<file path="src/rtl/ps2_pkg.sv">
// ps2_pkg: shared definitions for the PS/2 keyboard-side transmitter.
//   Frame layout constants, transmit FSM state encoding, and the odd-parity
//   and frame-building helpers used when a scan code is loaded for sending.
package ps2_pkg;

  localparam int   PS2_FRAME_BITS = 11;
  localparam logic PS2_START_BIT  = 1'b0;
  localparam logic PS2_STOP_BIT   = 1'b1;

  typedef enum logic [1:0] {
    TX_IDLE = 2'd0,
    TX_HIGH = 2'd1,
    TX_LOW  = 2'd2,
    TX_GAP  = 2'd3
  } tx_state_t;

  // PS/2 uses odd parity: the parity bit makes the total count of ones in
  // data+parity odd.
  function automatic logic odd_parity(input logic [7:0] d);
    return ~^d;
  endfunction

  // Bit 0 of the result is the first bit on the wire (start bit).
  function automatic logic [PS2_FRAME_BITS-1:0] build_frame(input logic [7:0] d);
    return {PS2_STOP_BIT, odd_parity(d), d, PS2_START_BIT};
  endfunction

endpackage

</file>
<file path="src/rtl/ps2_tx_fifo.sv">
// ps2_tx_fifo: synchronous FIFO holding scan codes waiting to be sent.
//   clk   : system clock, rising edge
//   clrn  : synchronous active-low reset, clears both pointers
//   push  : write din (ignored while full, so contents stay untouched)
//   pop   : advance the read pointer (ignored while empty)
//   din   : data to write
//   dout  : combinational head of the FIFO
//   full  : 2**FIFO_AW entries stored
//   empty : no entries stored
module ps2_tx_fifo
  import ps2_pkg::*;
#(
  parameter int WIDTH   = 8,
  parameter int FIFO_AW = 3
) (
  input  logic             clk,
  input  logic             clrn,
  input  logic             push,
  input  logic             pop,
  input  logic [WIDTH-1:0] din,
  output logic [WIDTH-1:0] dout,
  output logic             full,
  output logic             empty
);

  localparam logic [FIFO_AW:0] PTR_ONE = {{FIFO_AW{1'b0}}, 1'b1};

  logic [WIDTH-1:0] mem [2**FIFO_AW];
  logic [FIFO_AW:0] wptr;
  logic [FIFO_AW:0] rptr;
  logic             do_push;
  logic             do_pop;

  // The extra pointer MSB tells a wrapped-around (full) FIFO apart from an
  // empty one when the address bits match.
  assign empty   = (wptr == rptr);
  assign full    = (wptr[FIFO_AW] != rptr[FIFO_AW]) &&
                   (wptr[FIFO_AW-1:0] == rptr[FIFO_AW-1:0]);
  assign dout    = mem[rptr[FIFO_AW-1:0]];
  assign do_push = push && !full;
  assign do_pop  = pop && !empty;

  always_ff @(posedge clk) begin
    if (!clrn) begin
      wptr <= '0;
      rptr <= '0;
    end else begin
      if (do_push) wptr <= wptr + PTR_ONE;
      if (do_pop)  rptr <= rptr + PTR_ONE;
    end
  end

  always_ff @(posedge clk) begin
    if (do_push) mem[wptr[FIFO_AW-1:0]] <= din;
  end

endmodule

</file>
<file path="src/rtl/ps2_kbd_tx.sv">
// ps2_kbd_tx: PS/2 device-side (keyboard) transmitter.
//   Queued 8-bit scan codes are serialised into 11-bit frames (start, 8 data
//   LSB first, odd parity, stop) on ps2_clk/ps2_data, with a fixed idle gap
//   between frames.
//   clk      : system clock, rising edge
//   clrn     : synchronous active-low reset (abandons any frame in flight)
//   code     : scan code to enqueue
//   send_n   : active-low write strobe, accepted when full is low
//   ps2_clk  : registered PS/2 clock, idles high
//   ps2_data : registered PS/2 data, idles high
//   busy     : frame or gap in progress, or codes still queued
//   full     : FIFO holds 2**FIFO_AW codes
//   overflow : sticky, a write was attempted while full
module ps2_kbd_tx
  import ps2_pkg::*;
#(
  parameter int CLK_HALF   = 8,
  parameter int GAP_CYCLES = 32,
  parameter int FIFO_AW    = 3
) (
  input  logic       clk,
  input  logic       clrn,
  input  logic [7:0] code,
  input  logic       send_n,
  output logic       ps2_clk,
  output logic       ps2_data,
  output logic       busy,
  output logic       full,
  output logic       overflow
);

  localparam logic [15:0] HALF_LOAD = 16'(CLK_HALF);
  localparam logic [15:0] GAP_LOAD  = 16'(GAP_CYCLES);
  localparam logic [3:0]  LAST_BIT  = 4'(PS2_FRAME_BITS - 1);

  tx_state_t                 state, state_nxt;
  logic [15:0]               div_cnt, div_nxt;
  logic [PS2_FRAME_BITS-1:0] shreg, shreg_nxt;
  logic [3:0]                bit_idx, bit_idx_nxt;
  logic                      clk_q, clk_nxt;
  logic                      data_q, data_nxt;

  logic                      fifo_push;
  logic                      fifo_pop;
  logic                      fifo_empty;
  logic [7:0]                fifo_dout;
  logic [PS2_FRAME_BITS-1:0] head_frame;
  logic                      phase_done;

  // A push while full is dropped here and also inside the FIFO; full is the
  // pre-edge value, so a same-edge pop does not make room for it.
  assign fifo_push  = !send_n && !full;
  assign fifo_pop   = (state == TX_IDLE) && !fifo_empty;
  assign head_frame = build_frame(fifo_dout);
  assign phase_done = (div_cnt == 16'd1);

  ps2_tx_fifo #(
    .WIDTH   (8),
    .FIFO_AW (FIFO_AW)
  ) u_fifo (
    .clk   (clk),
    .clrn  (clrn),
    .push  (fifo_push),
    .pop   (fifo_pop),
    .din   (code),
    .dout  (fifo_dout),
    .full  (full),
    .empty (fifo_empty)
  );

  always_ff @(posedge clk) begin
    if (!clrn) begin
      state   <= TX_IDLE;
      div_cnt <= '0;
      shreg   <= '1;
      bit_idx <= '0;
      clk_q   <= 1'b1;
      data_q  <= 1'b1;
    end else begin
      state   <= state_nxt;
      div_cnt <= div_nxt;
      shreg   <= shreg_nxt;
      bit_idx <= bit_idx_nxt;
      clk_q   <= clk_nxt;
      data_q  <= data_nxt;
    end
  end

  // The divider is reloaded on every state entry and a phase ends when it
  // reads 1, so each HIGH/LOW phase is exactly CLK_HALF cycles and each gap
  // exactly GAP_CYCLES cycles. Data only changes together with the rising
  // ps2_clk (or at frame start), giving a full half period of setup before
  // the falling edge where the host samples.
  always_comb begin
    state_nxt   = state;
    div_nxt     = div_cnt;
    shreg_nxt   = shreg;
    bit_idx_nxt = bit_idx;
    clk_nxt     = clk_q;
    data_nxt    = data_q;

    unique case (state)
      TX_IDLE: begin
        clk_nxt  = 1'b1;
        data_nxt = 1'b1;
        if (!fifo_empty) begin
          shreg_nxt   = head_frame;
          data_nxt    = head_frame[0];
          bit_idx_nxt = '0;
          div_nxt     = HALF_LOAD;
          state_nxt   = TX_HIGH;
        end
      end

      TX_HIGH: begin
        if (phase_done) begin
          clk_nxt   = 1'b0;
          div_nxt   = HALF_LOAD;
          state_nxt = TX_LOW;
        end else begin
          div_nxt = div_cnt - 16'd1;
        end
      end

      TX_LOW: begin
        if (phase_done) begin
          clk_nxt = 1'b1;
          if (bit_idx != LAST_BIT) begin
            bit_idx_nxt = bit_idx + 4'd1;
            shreg_nxt   = {1'b1, shreg[PS2_FRAME_BITS-1:1]};
            data_nxt    = shreg[1];
            div_nxt     = HALF_LOAD;
            state_nxt   = TX_HIGH;
          end else begin
            data_nxt  = 1'b1;
            div_nxt   = GAP_LOAD;
            state_nxt = TX_GAP;
          end
        end else begin
          div_nxt = div_cnt - 16'd1;
        end
      end

      TX_GAP: begin
        if (phase_done) begin
          div_nxt   = '0;
          state_nxt = TX_IDLE;
        end else begin
          div_nxt = div_cnt - 16'd1;
        end
      end

      default: begin
        state_nxt = TX_IDLE;
      end
    endcase
  end

  always_ff @(posedge clk) begin
    if (!clrn) begin
      overflow <= 1'b0;
    end else if (!send_n && full) begin
      overflow <= 1'b1;
    end
  end

  assign ps2_clk  = clk_q;
  assign ps2_data = data_q;
  assign busy     = (state != TX_IDLE) || !fifo_empty;

endmodule
</file>
<file path="config.mk">
export PLATFORM = sky130hd
export DESIGN_NAME = ps2_kbd_tx
export DESIGN_NICKNAME = d
export VERILOG_FILES = /design/src/rtl/ps2_pkg.sv /design/src/rtl/ps2_tx_fifo.sv /design/src/rtl/ps2_kbd_tx.sv
export SDC_FILE = /design/constraint.sdc
export NUM_CORES = 1
export LEC_CHECK = 0
export BUFFER_PORTS_ARGS = -buffer_cell sky130_fd_sc_hd__buf_2
export CAP_MARGIN = 0
export CORE_MARGIN = 5
export CORE_UTILIZATION = 60
export DETAILED_ROUTE_END_ITERATION = 10
export GPL_TIMING_DRIVEN = 0
export HOLD_SLACK_MARGIN = 0.02
export PLACE_DENSITY = 0.88
export SYNTH_ARGS = -nofsm -noshare
export SYNTH_HDL_FRONTEND = slang
export SYNTH_SLANG_ARGS = --single-unit
export TNS_END_PERCENT = 1
</file>
<file path="constraint.sdc">
create_clock -name clk -period 4.4 [get_ports clk]
set_clock_uncertainty 0.15 [all_clocks]
set_input_delay 0 -clock clk [delete_from_list [all_inputs] [get_ports clk]]
set_output_delay 0 -clock clk [all_outputs]
set_load 0.03 [all_outputs]
</file>
After elaboration in Yosys (flattened, before gate mapping)
Memories as Yosys holds them, arrays and structs flattened. A register that Yosys moved wholly into a read port is not among the register bits.
Index checks and enable logic that the tools add are counted.
{ "totals": {"output_inout_bits": 5, "regBits": 44, "mem_count": 1, "ramBits": 64, "word_cells": 77, "input_bits": 11} }
{ "memory_table": {"columns": ["name", "words", "width", "rd", "rd_ports_with_merged_regs", "write_ports", "line", "text"], "rows": [
  ["u_fifo.mem", 8, 8, 1, 1, 1, "ps2_tx_fifo.sv:28", "logic [WIDTH-1:0] mem [2**FIFO_AW];"]
]} }
{ "op_classes": {"n_eq_ne": 13, "n_addsub": 4, "n_reduce_logical": 19, "mux": 31} }
{ "ops": {"columns": ["cell", "n"], "rows": [
  ["2-to-1 mux 16 bit", 4],
  ["one-hot mux 16 bit (4 select lines)", 1],
  ["2-to-1 mux 11 bit", 3],
  ["one-hot mux 11 bit (2 select lines)", 1],
  ["equality test 16 x 1 -> 1 bit, second input constant", 1],
  ["subtractor 16 x 1 -> 16 bit, second input constant", 1],
  ["adder 4 x 1 -> 4 bit, second input constant", 3],
  ["2-to-1 mux 4 bit", 3],
  ["2-to-1 mux 2 bit", 5],
  ["inequality test 2 bit, second input constant", 5],
  ["one-hot mux 2 bit (4 select lines)", 1],
  ["one-hot mux 4 bit (2 select lines)", 1],
  ["AND reduction 4 bit", 2],
  ["XNOR reduction 8 bit", 1],
  ["2-to-1 mux 1 bit", 7],
  ["logical AND 1 bit", 6],
  ["2-to-1 mux 3 bit", 2],
  ["2-to-1 mux 6 bit", 1],
  ["equality test 2 bit, second input constant", 2],
  ["equality test 4 bit", 1],
  ["inequality test 4 bit, second input constant", 1],
  ["nonzero test 2 bit", 2],
  ["equality test 3 bit", 1],
  ["zero test 1 bit", 3],
  ["other kinds (9)", 9]
]} }

Longest topological paths before layout
{ "logic_depth": {"depth_word": 7, "ltp_mapped": 10, "mapped_depth_nobuf": 8} }

Hierarchy
From an unflattened synthesis, not the netlist that was laid out.
{ "hier_totals": {"cells_unflattened": 404, "hier_area_um2": 5108.6} }
{ "by_module_without_submodules": {"columns": ["mod", "seq_area_each_um2", "area_each_um2", "n_inst", "cells_per_inst"], "rows": [
  ["ps2_tx_fifo", 2142.1, 3266.9, 1, 176],
  ["ps2_kbd_tx", 680.7, 1841.8, 1, 228]
]} }

Least setup slack after synthesis
No wires, ideal clock.
{ "synth_path": {"path_type": "register to register", "startpoint": "register u_fifo.wptr[2]", "endpoint": "memory u_fifo.mem[0][0] (enable)", "period_less_slack_ps": 2326, "setup_ps": 383, "setup_slack_ps": 2074, "required_ps": 3867, "t_arrival_ps": 1793, "path_buffers": 1, "path_stages_with_launch": 6, "path_cell_list": "dfxtp_1 clkbuf_1 xnor2_1 a41oi_1 nand2b_1 nor3_1"} }
{ "synth_between": {"elab_chain_len": 7} }
{ "synth_lines": {"columns": ["item", "line", "text"], "rows": [
  ["from (decl)", "ps2_tx_fifo.sv:29", "logic [FIFO_AW:0] wptr;"],
  ["from (signal assigned)", "ps2_tx_fifo.sv:48", "if (do_push) wptr <= wptr + PTR_ONE;"],
  ["equality test 3 bit", "ps2_tx_fifo.sv:38", "(wptr[FIFO_AW-1:0] == rptr[FIFO_AW-1:0]);"],
  ["logical AND 1 bit", "ps2_tx_fifo.sv:37", "assign full = (wptr[FIFO_AW] != rptr[FIFO_AW]) &&"],
  ["zero test 1 bit", "ps2_tx_fifo.sv:40, ps2_kbd_tx.sv:52", null],
  ["logical AND 1 bit", "ps2_kbd_tx.sv:52", "assign fifo_push = !send_n && !full;"],
  ["logical AND 1 bit", "ps2_tx_fifo.sv:40", "assign do_push = push && !full;"],
  ["2-to-1 mux 1 bit", "ps2_tx_fifo.sv:54", "if (do_push) mem[wptr[FIFO_AW-1:0]] <= din;"],
  ["2-to-1 mux 1 bit (not written as such)", "ps2_tx_fifo.sv:54", null],
  ["to (decl)", "ps2_tx_fifo.sv:28", null]
]} }
Parallel ways exist; a longest one is shown, timed or not.

Worst setup path after layout
{ "layout_path": {"startpoint": "register u_fifo.wptr[2]", "endpoint": "output busy"} }
{ "layout_between": {"elab_chain_len": 3} }
{ "layout_lines": {"columns": ["item", "line", "text"], "rows": [
  ["equality test 4 bit", "ps2_tx_fifo.sv:36", "assign empty = (wptr == rptr);"],
  ["zero test 1 bit", "ps2_kbd_tx.sv:169", "assign busy = (state != TX_IDLE) || !fifo_empty;"],
  ["logical OR 1 bit", "ps2_kbd_tx.sv:169", null],
  ["to (decl)", "ps2_kbd_tx.sv:27", "output logic busy,"]
]} }
Every way passes these cells.

==> flow_metrics.env <==
export IMPL_synth_xor_area_share_pct=3.805
export IMPL_timing_setup_tns_ps=0
export IMPL_synthesis_area_um2=4801
export IMPL_multiInputGateArea_um2=1832
export IMPL_worst_pin_slew_ps=956.2
export IMPL_n_fill_cell=533
export IMPL_cp_end_kind="output port"
export IMPL_run_status="complete, no violations"
export IMPL_vias=3030
export IMPL_final_cell_area_um2=5326
export IMPL_synth_top_family_by_area="simple AND/OR/NAND/NOR gates"
export IMPL_cts_htree_levels=3
export IMPL_synth_avg_cell_area_um2=12.91
export IMPL_start_util_pct=61.81
export IMPL_cts_sinks=109
export IMPL_arrival_ps=2590
export IMPL_gp_congestion=0.8964
export IMPL_numPortBuffers=15
export IMPL_wire_per_inst_um=17.01
export IMPL_cp_required_ps=4250
export IMPL_synth_nets=389
export IMPL_rsz0062_at_grt="false"
export IMPL_synth_cell_types=50
export IMPL_synth_flop_cell="edfxtp_1"
export IMPL_fin_crit_ps=2740
export IMPL_cts_buffer_depth=2
export IMPL_maxSlewViolCount=0
export IMPL_min_path_type="input port to register"
export IMPL_nets=427
export IMPL_dieArea_um2=9890
export IMPL_antenna_found_initial=0
export IMPL_grt_pass1_wl_um=14080
export IMPL_ff_latch_area_um2=2823
export IMPL_min_period_over_period_pct=62.27
export IMPL_ctsResizeCount=0
export IMPL_dp_hpwl_um=5915
export IMPL_wirelength_um=8792
export IMPL_dr_pass1_iters=6
export IMPL_cts_tree="done"
export IMPL_synth_edff_count=64
export IMPL_layout_drive_gt1_share_pct=10.84
export IMPL_cp_max_fo=10
export IMPL_numCtsBuffers=9
export IMPL_ir_worst_vdd_mv=0.3782
export IMPL_core_area_um2=7767
export IMPL_drtIter0Drc=145
export IMPL_synth_fa_ha_area_share_pct=1.564
export IMPL_syn_instance_count=372
export IMPL_root_buffer="clkbuf_8"
export IMPL_max_slew_margin_pct=36.02
export IMPL_drv_cap=0
export IMPL_die_h_um=99.45
export IMPL_cts_setup_buffers=0
export IMPL_grtUsageTotal_pct=18.25
export IMPL_muxShareOfSynthArea_pct=10.84
export IMPL_grt_overflow=0
export IMPL_grt_start_max_net_pins=23
export IMPL_syn_to_final_growth_pct=10.95
export IMPL_ys_ff_latch=109
export IMPL_worstSetupStartpointType="register"
export IMPL_clkLatencyLatePin_ps=370
export IMPL_synth_async_reset_ratio_pct=0
export IMPL_place_area_um2=5004
export IMPL_avgViaCountPerCell=5.861
export IMPL_seq_area_frac_synth_pct=58.80
export IMPL_n_antenna_cell=0
export IMPL_final_hold_violation_count=0
export IMPL_cts_hold_buffers=10
export IMPL_pin_count=16
export IMPL_p_leak_nw=1.885
export IMPL_report_final_setup_viol=0
export IMPL_antenna_left=0
export IMPL_first_global_vias=2871
export IMPL_crit_type="register to output port"
export IMPL_p_per_area_nw_per_um2=628.9
export IMPL_die_w_um=99.45
export IMPL_rows=32
export IMPL_synth_simple_area_share_pct=12.74
export IMPL_ys_warn_count=0
export IMPL_remaining_drc_errors=0
export IMPL_cts_clk_slew_worst_paths_ps=110
export IMPL_synth_compound_gate_area_share_pct=9.200
export IMPL_fmax_ghz=0.3650
synthesized netlist by cell type, types with 5 or more instances:
| master | n | area share [%] |
|---|---|---|
| mux2i_1 | 10 | 2.1 |
| o21ai_0 | 21 | 2.2 |
| nor3_1 | 9 | 0.94 |
| o211ai_1 | 10 | 1.6 |
| edfxtp_1 | 64 | 40 |
| nor2_1 | 25 | 2.0 |
| and2_1 | 11 | 1.4 |
| dfxtp_1 | 45 | 19 |
| ha_1 | 6 | 1.6 |
| a21boi_0 | 7 | 1.1 |
| a21oi_1 | 7 | 0.73 |
| nand2b_1 | 7 | 0.91 |
| nand2_1 | 32 | 2.5 |
| nor4_1 | 5 | 0.65 |
| xor2_1 | 5 | 0.91 |
| inv_1 | 7 | 0.55 |
| clkbuf_1 | 11 | 0.86 |
| mux4_1 | 16 | 8.8 |
| xnor2_1 | 14 | 2.6 |
| nor2b_1 | 8 | 1.0 |
registers in the layout (all words and copies together), names as in the netlist, named ones only:
name / count
bit_idx: 4
div_cnt: 16
overflow: 1
ps2_clk: 1
ps2_data: 1
shreg: 9
state: 2
u_fifo.mem: 64
u_fifo.rptr: 4
u_fifo.wptr: 4
cells by family (layout without fill, tap and decap cells):
logic type,Yosys count,in the layout
simple gates,118,118
fa+ha+maj,6,6
compound gates,67,67
buf+inv,26,69
xor+xnor,20,20
flops,109,109
mux,26,26
per-stage QoR:
| stage | hold WS, ps | cells | total power [mW] | util [%] | setup slack, ps |
|---|---|---|---|---|---|
| floorplan | -51.13 | 372 | 2.455 | - | 2074 |
| global placement | 105.4 | 489 | 2.684 | 64.42 | 1460 |
| detailed placement | 119.4 | 489 | 2.741 | 64.42 | 1380 |
| CTS | 259.5 | 515 | 3.339 | 68.38 | 1376 |
| global route | 292.6 | 517 | 3.562 | 68.57 | 1396 |
| finish | 280.8 | 517 | 3.350 | 68.57 | 1660 |
critical path, cell delays in order (launching register included):
cell and delay [ps]:
dfxtp_1 320, clkbuf_1 270, xnor2_1 210, nand4b_1 280, nor2_1 400, inv_1 220
clkbuf_1 280, buf_2 250
cells in the final DEF, fill, tap and decap left out, types with 4 or more instances in the layout:
| cell type | synthesis | routed |
|---|---|---|
| clkbuf_1 | 11 | 11 |
| and2_1 | 11 | 11 |
| a21boi_0 | 7 | 7 |
| edfxtp_1 | 64 | 64 |
| buf_2 | 3 | 18 |
| inv_1 | 7 | 7 |
| nor4_1 | 5 | 5 |
| o21a_1 | 4 | 4 |
| nand2b_1 | 7 | 7 |
| xor2_1 | 5 | 5 |
| o211ai_1 | 10 | 10 |
| nor2b_1 | 8 | 8 |
| xnor2_1 | 14 | 14 |
| a21oi_1 | 7 | 7 |
| a31oi_1 | 4 | 4 |
| dlygate4sd3_1 | 0 | 10 |
| nor3_1 | 9 | 9 |
| o21ai_0 | 21 | 21 |
| clkbuf_8 | 1 | 10 |
| mux2i_1 | 10 | 10 |
| mux4_1 | 16 | 16 |
| ha_1 | 6 | 6 |
| nand4b_1 | 4 | 4 |
| dfxtp_1 | 45 | 45 |
| nand2_1 | 32 | 32 |
| nand3b_1 | 4 | 4 |
| nor2_1 | 25 | 25 |
final timing paths:
| check | start | to | slack, ps | cells past startpoint |
|---|---|---|---|---|
| max | u_fifo.wptr[2] | busy | 1660 | 7 |
| max reg2reg | u_fifo.wptr[2] | shreg[8] | 1660 | 9 |
| min | code[3] | u_fifo.mem[1][3] | 280 | 2 |
| min reg2reg | overflow | overflow | 320 | 1 |
power by group:
group	total (mW)	internal (mW)	leakage [nW]	switching, mW
Combinational	1.42	0.616	0.839	0.806
Clock	0.595	0.229	0.0967	0.366
Sequential	1.33	1.22	0.950	0.114
Total	3.35	2.06	1.89	1.29
area by class of cell:
cell class / instances / share of cell area, %
Tap cell: 102 / 2.396
Sequential cell: 109 / 53.00
Clock buffer: 9 / 2.326
Inverter: 7 / 0.4933
Clock inverter: 7 / 1.574
Multi-Input combinational cell: 237 / 34.39
Timing Repair Buffer: 27 / 3.571
Buffer: 19 / 2.255
layer usage:
layer | part of all wire (%) | up-vias | GRT usage (%)
li1 | - | 1476 | -
met4 | 0.97 | 0 | 4.307
met3 | 3.9 | 9 | 3.787
met5 | 0 | - | 0
met1 | 43 | 1481 | 22.47
met2 | 52 | 64 | 32.95
(Power assumes the default switching activity.)
